<file path="config.mk">
export PLATFORM = sky130hd
export DESIGN_NAME = mod_sub_seq
export DESIGN_NICKNAME = d
export VERILOG_FILES = /design/src/rtl/secp256k1_pkg.sv /design/src/rtl/limb_addsub.sv /design/src/rtl/mod_sub_seq.sv
export SDC_FILE = /design/constraint.sdc
export NUM_CORES = 2
export LEC_CHECK = 0
export CAP_MARGIN = 20
export CORE_AREA = 2 2 300 302
export CTS_CLUSTER_DIAMETER = 40
export DETAILED_ROUTE_END_ITERATION = 8
export DIE_AREA = 0 0 302 304
export PLACE_DENSITY = 0.67
export SETUP_SLACK_MARGIN = 0.05
export SLEW_MARGIN = 0
export SYNTH_ARGS = -nofsm -noshare
export SYNTH_HDL_FRONTEND = slang
export SYNTH_SLANG_ARGS = --single-unit
</file>
<file path="constraint.sdc">
create_clock -name clk -period 7.3 [get_ports clk]
set_input_delay 1.46 -clock clk [delete_from_list [all_inputs] [get_ports clk]]
set_output_delay 1.46 -clock clk [all_outputs]
set_load 0.01 [all_outputs]
</file>
<file path="src/rtl/secp256k1_pkg.sv">
// secp256k1_pkg
// Shared definitions for the secp256k1 field-arithmetic blocks:
//   P          - field prime 2^256 - 2^32 - 977
//   LIMB_W_DEF - default limb width for the limb-serial blocks
//   state_t    - FSM encoding shared by the sequential field blocks
package secp256k1_pkg;

    localparam logic [255:0] P =
        256'hFFFFFFFF_FFFFFFFF_FFFFFFFF_FFFFFFFF_FFFFFFFF_FFFFFFFF_FFFFFFFE_FFFFFC2F;

    localparam int LIMB_W_DEF = 32;

    typedef enum logic [1:0] {
        IDLE = 2'd0,
        SUB  = 2'd1,
        FIX  = 2'd2,
        DONE = 2'd3
    } state_t;

endpackage

</file>
<file path="src/rtl/limb_addsub.sv">
// limb_addsub
// Combinational single-limb adder/subtractor, W+1 bit arithmetic.
//   a, b  : limb operands
//   cin   : carry-in (add) or borrow-in (sub)
//   sub   : 1 = a - b - cin, 0 = a + b + cin
//   r     : limb result
//   cout  : carry-out (add) or borrow-out (sub)
module limb_addsub #(
    parameter int W = 32
) (
    input  logic [W-1:0] a,
    input  logic [W-1:0] b,
    input  logic         cin,
    input  logic         sub,
    output logic [W-1:0] r,
    output logic         cout
);

    logic [W:0] ext;

    // In subtract mode the operands are zero-extended by one bit, so a
    // negative result shows up as bit W set, which is exactly the borrow.
    always_comb begin
        if (sub) begin
            ext = {1'b0, a} - {1'b0, b} - {{W{1'b0}}, cin};
        end else begin
            ext = {1'b0, a} + {1'b0, b} + {{W{1'b0}}, cin};
        end
        r    = ext[W-1:0];
        cout = ext[W];
    end

endmodule

</file>
<file path="src/rtl/mod_sub_seq.sv">
// mod_sub_seq
// Limb-serial modular subtractor for the secp256k1 field:
//   diff = (x - y) mod p, one LIMB_W-bit limb per cycle.
// Flow: IDLE -> SUB (NLIMB cycles) -> [FIX (NLIMB cycles) if wrapped] -> DONE.
// Ports:
//   clk, reset (async, active low)
//   x, y, in_valid, in_ready    - operand handshake (x, y < p)
//   diff, out_valid, out_ready  - result handshake
//   state_dbg                   - current FSM state, for observation
// Handshake: a transfer happens on a rising edge where valid && ready are
// both high. in_ready is high only in IDLE; out_valid is high only in DONE,
// and diff is held stable while out_valid is high and out_ready is low.
module mod_sub_seq
    import secp256k1_pkg::*;
#(
    parameter int LIMB_W = LIMB_W_DEF
) (
    input  logic         clk,
    input  logic         reset,
    input  logic [255:0] x,
    input  logic [255:0] y,
    input  logic         in_valid,
    output logic         in_ready,
    output logic [255:0] diff,
    output logic         out_valid,
    input  logic         out_ready,
    output state_t       state_dbg
);

    localparam int NLIMB = 256 / LIMB_W;
    localparam int IDX_W = (NLIMB > 1) ? $clog2(NLIMB) : 1;
    localparam logic [IDX_W-1:0] LAST_IDX = IDX_W'(NLIMB - 1);

    state_t             state;
    logic [255:0]       x_q;
    logic [255:0]       y_q;
    logic [IDX_W-1:0]   idx;
    logic               bc;       // borrow in SUB, carry in FIX

    logic [LIMB_W-1:0]  op_a;
    logic [LIMB_W-1:0]  op_b;
    logic [LIMB_W-1:0]  limb_r;
    logic               limb_c;
    logic               is_sub;
    logic               last;

    // SUB works on the latched operands; FIX adds p back onto the partial
    // result already sitting in diff, so one adder serves both phases.
    always_comb begin
        is_sub = (state == SUB);
        last   = (idx == LAST_IDX);
        if (is_sub) begin
            op_a = x_q[int'(idx)*LIMB_W +: LIMB_W];
            op_b = y_q[int'(idx)*LIMB_W +: LIMB_W];
        end else begin
            op_a = diff[int'(idx)*LIMB_W +: LIMB_W];
            op_b = P[int'(idx)*LIMB_W +: LIMB_W];
        end
    end

    limb_addsub #(
        .W (LIMB_W)
    ) u_limb (
        .a    (op_a),
        .b    (op_b),
        .cin  (bc),
        .sub  (is_sub),
        .r    (limb_r),
        .cout (limb_c)
    );

    always_ff @(posedge clk or negedge reset) begin
        if (!reset) begin
            state     <= IDLE;
            x_q       <= '0;
            y_q       <= '0;
            idx       <= '0;
            bc        <= 1'b0;
            diff      <= '0;
            in_ready  <= 1'b1;
            out_valid <= 1'b0;
        end else begin
            case (state)
                IDLE: begin
                    if (in_valid) begin
                        x_q      <= x;
                        y_q      <= y;
                        idx      <= '0;
                        bc       <= 1'b0;
                        in_ready <= 1'b0;
                        state    <= SUB;
                    end
                end
                SUB: begin
                    diff[int'(idx)*LIMB_W +: LIMB_W] <= limb_r;
                    if (last) begin
                        idx <= '0;
                        // The add-back carry chain starts from zero.
                        bc  <= 1'b0;
                        if (limb_c) begin
                            state <= FIX;
                        end else begin
                            state     <= DONE;
                            out_valid <= 1'b1;
                        end
                    end else begin
                        idx <= idx + 1'b1;
                        bc  <= limb_c;
                    end
                end
                FIX: begin
                    diff[int'(idx)*LIMB_W +: LIMB_W] <= limb_r;
                    if (last) begin
                        // Final carry out is the 2^256 wrap; dropping it
                        // leaves the exact result.
                        idx       <= '0;
                        bc        <= 1'b0;
                        state     <= DONE;
                        out_valid <= 1'b1;
                    end else begin
                        idx <= idx + 1'b1;
                        bc  <= limb_c;
                    end
                end
                DONE: begin
                    if (out_ready) begin
                        out_valid <= 1'b0;
                        in_ready  <= 1'b1;
                        state     <= IDLE;
                    end
                end
                default: begin
                    state     <= IDLE;
                    in_ready  <= 1'b1;
                    out_valid <= 1'b0;
                end
            endcase
        end
    end

    assign state_dbg = state;

endmodule

</file>
### Word-level counts from Yosys, hierarchy flattened

Cells that the tools add are included.

| cells by class | value |
|---|---|
| $add $sub $neg | 6 |
| equality and inequality tests | 9 |
| shift-type cells | 6 |
| multiplexer cells | 23 |
| reduce and logical (&&, ||, !) cells | 10 |

Operators with widths:

| operator | count |
|---|---|
| $shiftx A256 B9 Y32 | 3 |
| $bwmux W256 | 1 |
| $shift A32 B33 Y256 const A | 1 |
| $shiftx A256 B9 Y32 const A | 1 |
| $shiftx A32 B33 Y256 | 1 |
| $mux W32 | 2 |
| $add A32 B32 Y33 | 1 |
| $add A33 B1 Y33 | 1 |
| $mux W33 | 1 |
| $neg A8 Y33 | 1 |
| $sub A32 B32 Y33 | 1 |
| $sub A33 B1 Y33 | 1 |
| $mux W1 | 8 |
| $mux W2 | 4 |
| $ne A2 B2 Y1 const B | 4 |
| $pmux W2 S4 | 1 |
| $mux W3 | 2 |
| $pmux W3 S2 | 1 |
| $reduce_and A5 Y1 | 1 |
| $eq A2 B2 Y1 const B | 2 |
| $pmux W1 S2 | 2 |
| $reduce_and A2 Y1 | 2 |
| $reduce_and A4 Y1 | 1 |
| $reduce_bool A2 Y1 | 2 |
| other kinds (9) | 9 |

| word-level totals | value |
|---|---|
| register bits | 776 |
| input port bits | 516 |
| output and inout bits | 260 |
| logic and storage cells | 62 |

### Longest topological paths before layout

| logic depth | value |
|---|---|
| word-level depth | 8 |
| gate-level depth with buffers | 24 |

### Hierarchy

Synthesis repeated with hierarchy kept, for this count alone.

| unflattened totals | value |
|---|---|
| cell total of the unflattened synthesis | 3308 |
| area, all modules | 39561.7 sq um |

By module, submodules not included:

| module | times used | cells an instance | area each (sq um) | sequential area each (sq um) |
|---|---|---|---|---|
| mod_sub_seq | 1 | 2652 | 35097.4 | 19419.9 |
| limb_addsub | 1 | 656 | 4464.3 | 0.0 |

### Worst setup path before layout

OpenSTA, ideal clock, no wires.

| timing path | value |
|---|---|
| path kind | reg2reg |
| start | reg state[1], in the netlist state_dbg[1] |
| end | reg diff[95] |
| data arrival time | 4.963 ns |
| slack | 2.212 ns |
| cell stages (with the launch flop) | 21 |
| buffers on the path | 6 |
| cell sequence | dfrtp_1 -> inv_1 -> ha_1 -> buf_4 -> clkbuf_1 -> buf_1 -> buf_2 -> clkbuf_1 -> clkbuf_1 -> nand3_1 -> ha_1 -> ha_1 -> a21oi_1 -> o21ai_0 -> or4_1 -> nor3_2 -> o211ai_1 -> nand3_1 -> mux2i_1 -> o22ai_2 -> mux2_2 |

| between the ends | value |
|---|---|
| word-level cells in the longest chain between the ends | 7 |
| elaborated cells between the ends (all ways) | 12 |

RTL lines:

| element | RTL line | source |
|---|---|---|
| start, declared | mod_sub_seq.sv:34 | `state_t state;` |
| start signal, assigned | mod_sub_seq.sv:74 | `state <= IDLE;` |
| start signal, assigned | mod_sub_seq.sv:91 | `state <= SUB;` |
| start signal, assigned | mod_sub_seq.sv:101 | `state <= FIX;` |
| $eq A2 B1 Y1 | mod_sub_seq.sv:50, mod_sub_seq.sv:83 |  |
| $mux W32 | mod_sub_seq.sv:52 | `if (is_sub) begin` |
| $add A32 B32 Y33 or $sub A32 B32 Y33 (tied branches) | limb_addsub.sv:27, limb_addsub.sv:25 |  |
| $add A33 B1 Y33 or $sub A33 B1 Y33 (tied branches) | limb_addsub.sv:27, limb_addsub.sv:25 |  |
| $mux W33 | limb_addsub.sv:24 | `if (sub) begin` |
| $shiftx A32 B33 Y256 | mod_sub_seq.sv:95, mod_sub_seq.sv:112 |  |
| $bwmux W256 | mod_sub_seq.sv:95, mod_sub_seq.sv:112 |  |
| end signal, assigned by index | mod_sub_seq.sv:95 | `diff[int'(idx)*LIMB_W +: LIMB_W] <= limb_r;` |
| end signal, assigned by index | mod_sub_seq.sv:112 | `diff[int'(idx)*LIMB_W +: LIMB_W] <= limb_r;` |
| end, declared | mod_sub_seq.sv:24 | `output logic [255:0] diff,` |

Parallel ways exist; a longest one is shown, timed or not.
A chain may end at the register's enable or synchronous reset.

### Final worst setup path

| timing path | value |
|---|---|
| start | reg idx[0] |
| end | reg diff[83] |

| between the ends | value |
|---|---|
| word-level cells in the longest chain between the ends | 7 |
| elaborated cells between the ends (all ways) | 15 |

RTL lines:

| element | RTL line | source |
|---|---|---|
| start, declared | mod_sub_seq.sv:37 | `logic [IDX_W-1:0] idx;` |
| start signal, assigned | mod_sub_seq.sv:107 | `idx <= idx + 1'b1;` |
| start signal, assigned | mod_sub_seq.sv:121 | `idx <= idx + 1'b1;` |
| $shiftx A256 B9 Y32 (on tied branches) | -- |  |
| $mux W32 | mod_sub_seq.sv:52 |  |
| $add A32 B32 Y33 or $sub A32 B32 Y33 (tied branches) | limb_addsub.sv:27, limb_addsub.sv:25 |  |
| $add A33 B1 Y33 or $sub A33 B1 Y33 (tied branches) | limb_addsub.sv:27, limb_addsub.sv:25 |  |
| $mux W33 | limb_addsub.sv:24 |  |
| $shiftx A32 B33 Y256 | mod_sub_seq.sv:95, mod_sub_seq.sv:112 |  |
| $bwmux W256 (*) | mod_sub_seq.sv:95, mod_sub_seq.sv:112 |  |

Every way passes the cells marked *; elsewhere a longest branch is shown, timed or not.

==> flow_metrics.py <==
metrics = {
    "synthesis": {
        "synth_seq_cells": 776,
        "synth_edf_count": 0,
        "synth_cell_types": 87,
        "yosys.area.top_type": "dfrtp_1",
        "synth_area_leaders": "dfrtp_1 (50%), mux2_2 (16%), mux4_2 (12%)",
        "synth_cells": 3031,
        "synth_area_um2": 39100,
        "synthFlopType": "dfrtp_1",
        "syn_area_per_cell_um2": 12.9,
        "synth.top_cell.area_share_pct": 49.6,
        "syn_nets": 3650,
        "ys_warn_count": 0,
        "ys_async_sr_fraction_pct": 100,
        "synth-seq-area-share_pct": 49.7,
    },
    "floorplan": {
        "io-pin-count": 776,
        "rows": 110,
        "die_y_um": 304,
        "die_w_um": 302,
        "start_util_pct": 43.9,
        "core_area_um2": 89000,
        "die_area_um2": 91800,
    },
    "critical_path": {
        "crit_path_end_kind": "register",
        "cp.buffers_inverters": 1,
        "crit_path_max_incr_delay_ns": 0.95,
        "r2r-start": "idx[0]",
        "critical_path_class": "register to register",
        "start_kind": "register",
        "timing.critical_path.mode_cell": "a21oi_1",
        "crit_family": "compound AO/OA/AOI/OAI gates",
        "worstPathCellList": "buf_12, mux4_2, mux4_2, ha_1, ha_1, a21oi_1, o21ai_0, or4_1, nor3_2, o21ai_1, xnor2_1, nor2_1, a21oi_1, a21oi_1",
        "worstPathArrival_ns": 6.64,
        "cp_slowest_cell": "dfrtp_4",
        "reg2regPathDepth": 14,
        "cp.required_ns": 7.88,
        "worst-r2r-setup-slack_ns": 1.24,
        "path_max_fanout": 39,
        "r2r_end": "diff[83]",
    },
    "min_path": {
        "hold_start": "x_q[211]",
        "hold_depth": 1,
        "hold_path.class": "register to register",
        "hold_end": "x_q[211]",
    },
    "finish": {
        "regArea_um2": 19400,
        "design_area_um2": 52900,
        "area_growth_pct": 35.4,
        "fill_cells": 7159,
        "drive_gt1_share_pct": 28.5,
        "mostFrequentLayoutCells": "clkdlybuf4s50_1 (774), dfrtp_1 (772), mux2_2 (542)",
        "nets": 4406,
        "final_util_pct": 59.4,
        "multi_input_area_um2": 18600,
        "final_common_cell": "clkdlybuf4s50_1",
    },
    "sta": {
        "tightest_slew_ns": 1.15,
        "rsz0062_at_grt": "no",
        "setup_viol": 0,
        "fin_tns_setup_ns": 0,
        "maxSlewHeadroom_pct": 23.1,
        "fin_crit_ns": 6.06,
        "fin_crit_sh_pct": 83.0,
        "max_freq_mhz": 165,
        "hold_violations": 0,
        "holdWs_ns": 0.497,
        "clock_skew_ns": 0.0356,
        "slew_viol_final": 0,
    },
    "place": {
        "place.port_buffers": 775,
        "place_area_um2": 48100,
        "place_hpwl_um": 104000,
        "place_congestion": 0.943,
    },
    "global_route": {
        "track_usage_pct": 30.9,
        "grt_pass1_wl_um": 205000,
        "grt_pass1_vias": 29621,
        "grt_max_degree": 171,
        "antenna_found_initial": 24,
        "globalRouteOverflowTotal": 0,
    },
    "flow_run": {
        "cap_viol_max_count": 0,
    },
    "clocking": {
        "cts.sinks": 776,
        "cts.root.buffer_cell": "clkbuf_16",
        "numCtsBuffers": 132,
        "clockBufferDepth": 3,
        "cts_setup_buffers": 0,
        "cts_tree": "built",
        "cts_hold_buf": 0,
        "clk_pin_slew_worst_paths_ns": 0.06,
        "htree_levels": 4,
        "clk_latency_ns": 0.75,
        "cts_resized": 0,
    },
    "run_status": {
        "status": "finished clean",
    },
    "drt": {
        "wirelength_um": 142000,
        "drcViolationCount": 0,
        "drtIter0Drc": 2710,
        "postRouteAntennaNets": 0,
        "wl_per_cell_um": 27.9,
        "via_per_inst": 5.72,
        "first_pass_iters": 5,
        "num_vias": 29103,
    },
}
==> through the flow <==
stage	instances	setup slack (ns)
floorplan	3031	2.21
global placement	4828	1.39
detailed placement	4828	1.29
CTS	5069	1.25
global route	5090	0.892
finish	5090	1.24
==> synth_stat cells (12+ instances only) <==
cell	instances
dfrtp_1	775
mux2_2	542
nand2_1	312
mux4_2	213
o21ai_0	168
clkbuf_1	153
ha_1	99
a21oi_1	96
nor2_1	90
inv_1	83
o31ai_1	47
nand3_1	46
a21o_1	28
xnor2_1	28
a211oi_1	23
mux2i_1	23
nor3_1	22
buf_1	21
buf_2	16
xor2_1	16
o21a_1	14
nand4_1	12
nor2b_1	12
o21bai_1	12
==> cell families (layout without fill, tap and decap cells) <==
logic type	after synthesis	in the layout	share of synthesized area [%]
buf+inv	281	1144	2.80
xor+xnor	45	45	1.06
mux	783	783	28.7
compound gates	481	481	7.97
simple gates	562	562	6.42
fa+ha+maj	103	103	3.37
other cells	0	20	0
flops	776	776	49.7
==> state kept, by name, summed over array words and instances, names as in the netlist <==
signal,flops
bc,1
diff,256
idx,3
in_ready,1
out_valid,1
state_dbg,2
x_q,256
y_q,256
==> area by class of cell <==
| type | count | area share [%] |
|---|---|---|
| flip-flops and latches | 776 | 36.7 |
| multi-input cells | 1974 | 35.2 |
| repair buffers | 819 | 15.6 |
| clock buffers | 147 | 6.58 |
| well taps | 1176 | 2.78 |
| clock inverters | 94 | 2.42 |
| inverters | 84 | 0.600 |
| diodes | 20 | 0.0945 |
==> routing by layer <==
metal  up-vias  share of wire [%]  routed length, um  track usage (%)
met5         -              0.036                 51                0
met4         8                5.1               7260             15.9
met3       285                6.7               9470             6.25
met2      1130                 50              70900             51.3
met1     14980                 38              54500             38.3
li1      12700                  -                  -                -
==> worst max path at each step <==
stage,cells past startpoint,slack [ns],from,endpoint
CTS,14,1.25,idx[0],diff[83]
detailed placement,14,1.29,idx[0],diff[83]
global route,14,0.89,idx[0],diff[211]
finish,14,1.24,idx[0],diff[83]
floorplan,20,2.21,state_dbg[1],diff[95]
global placement,14,1.39,idx[0],diff[243]
Power is left out: the tool's default activity adds up to more than one toggle a clock period on the data nets, which glitch-free logic cannot reach.
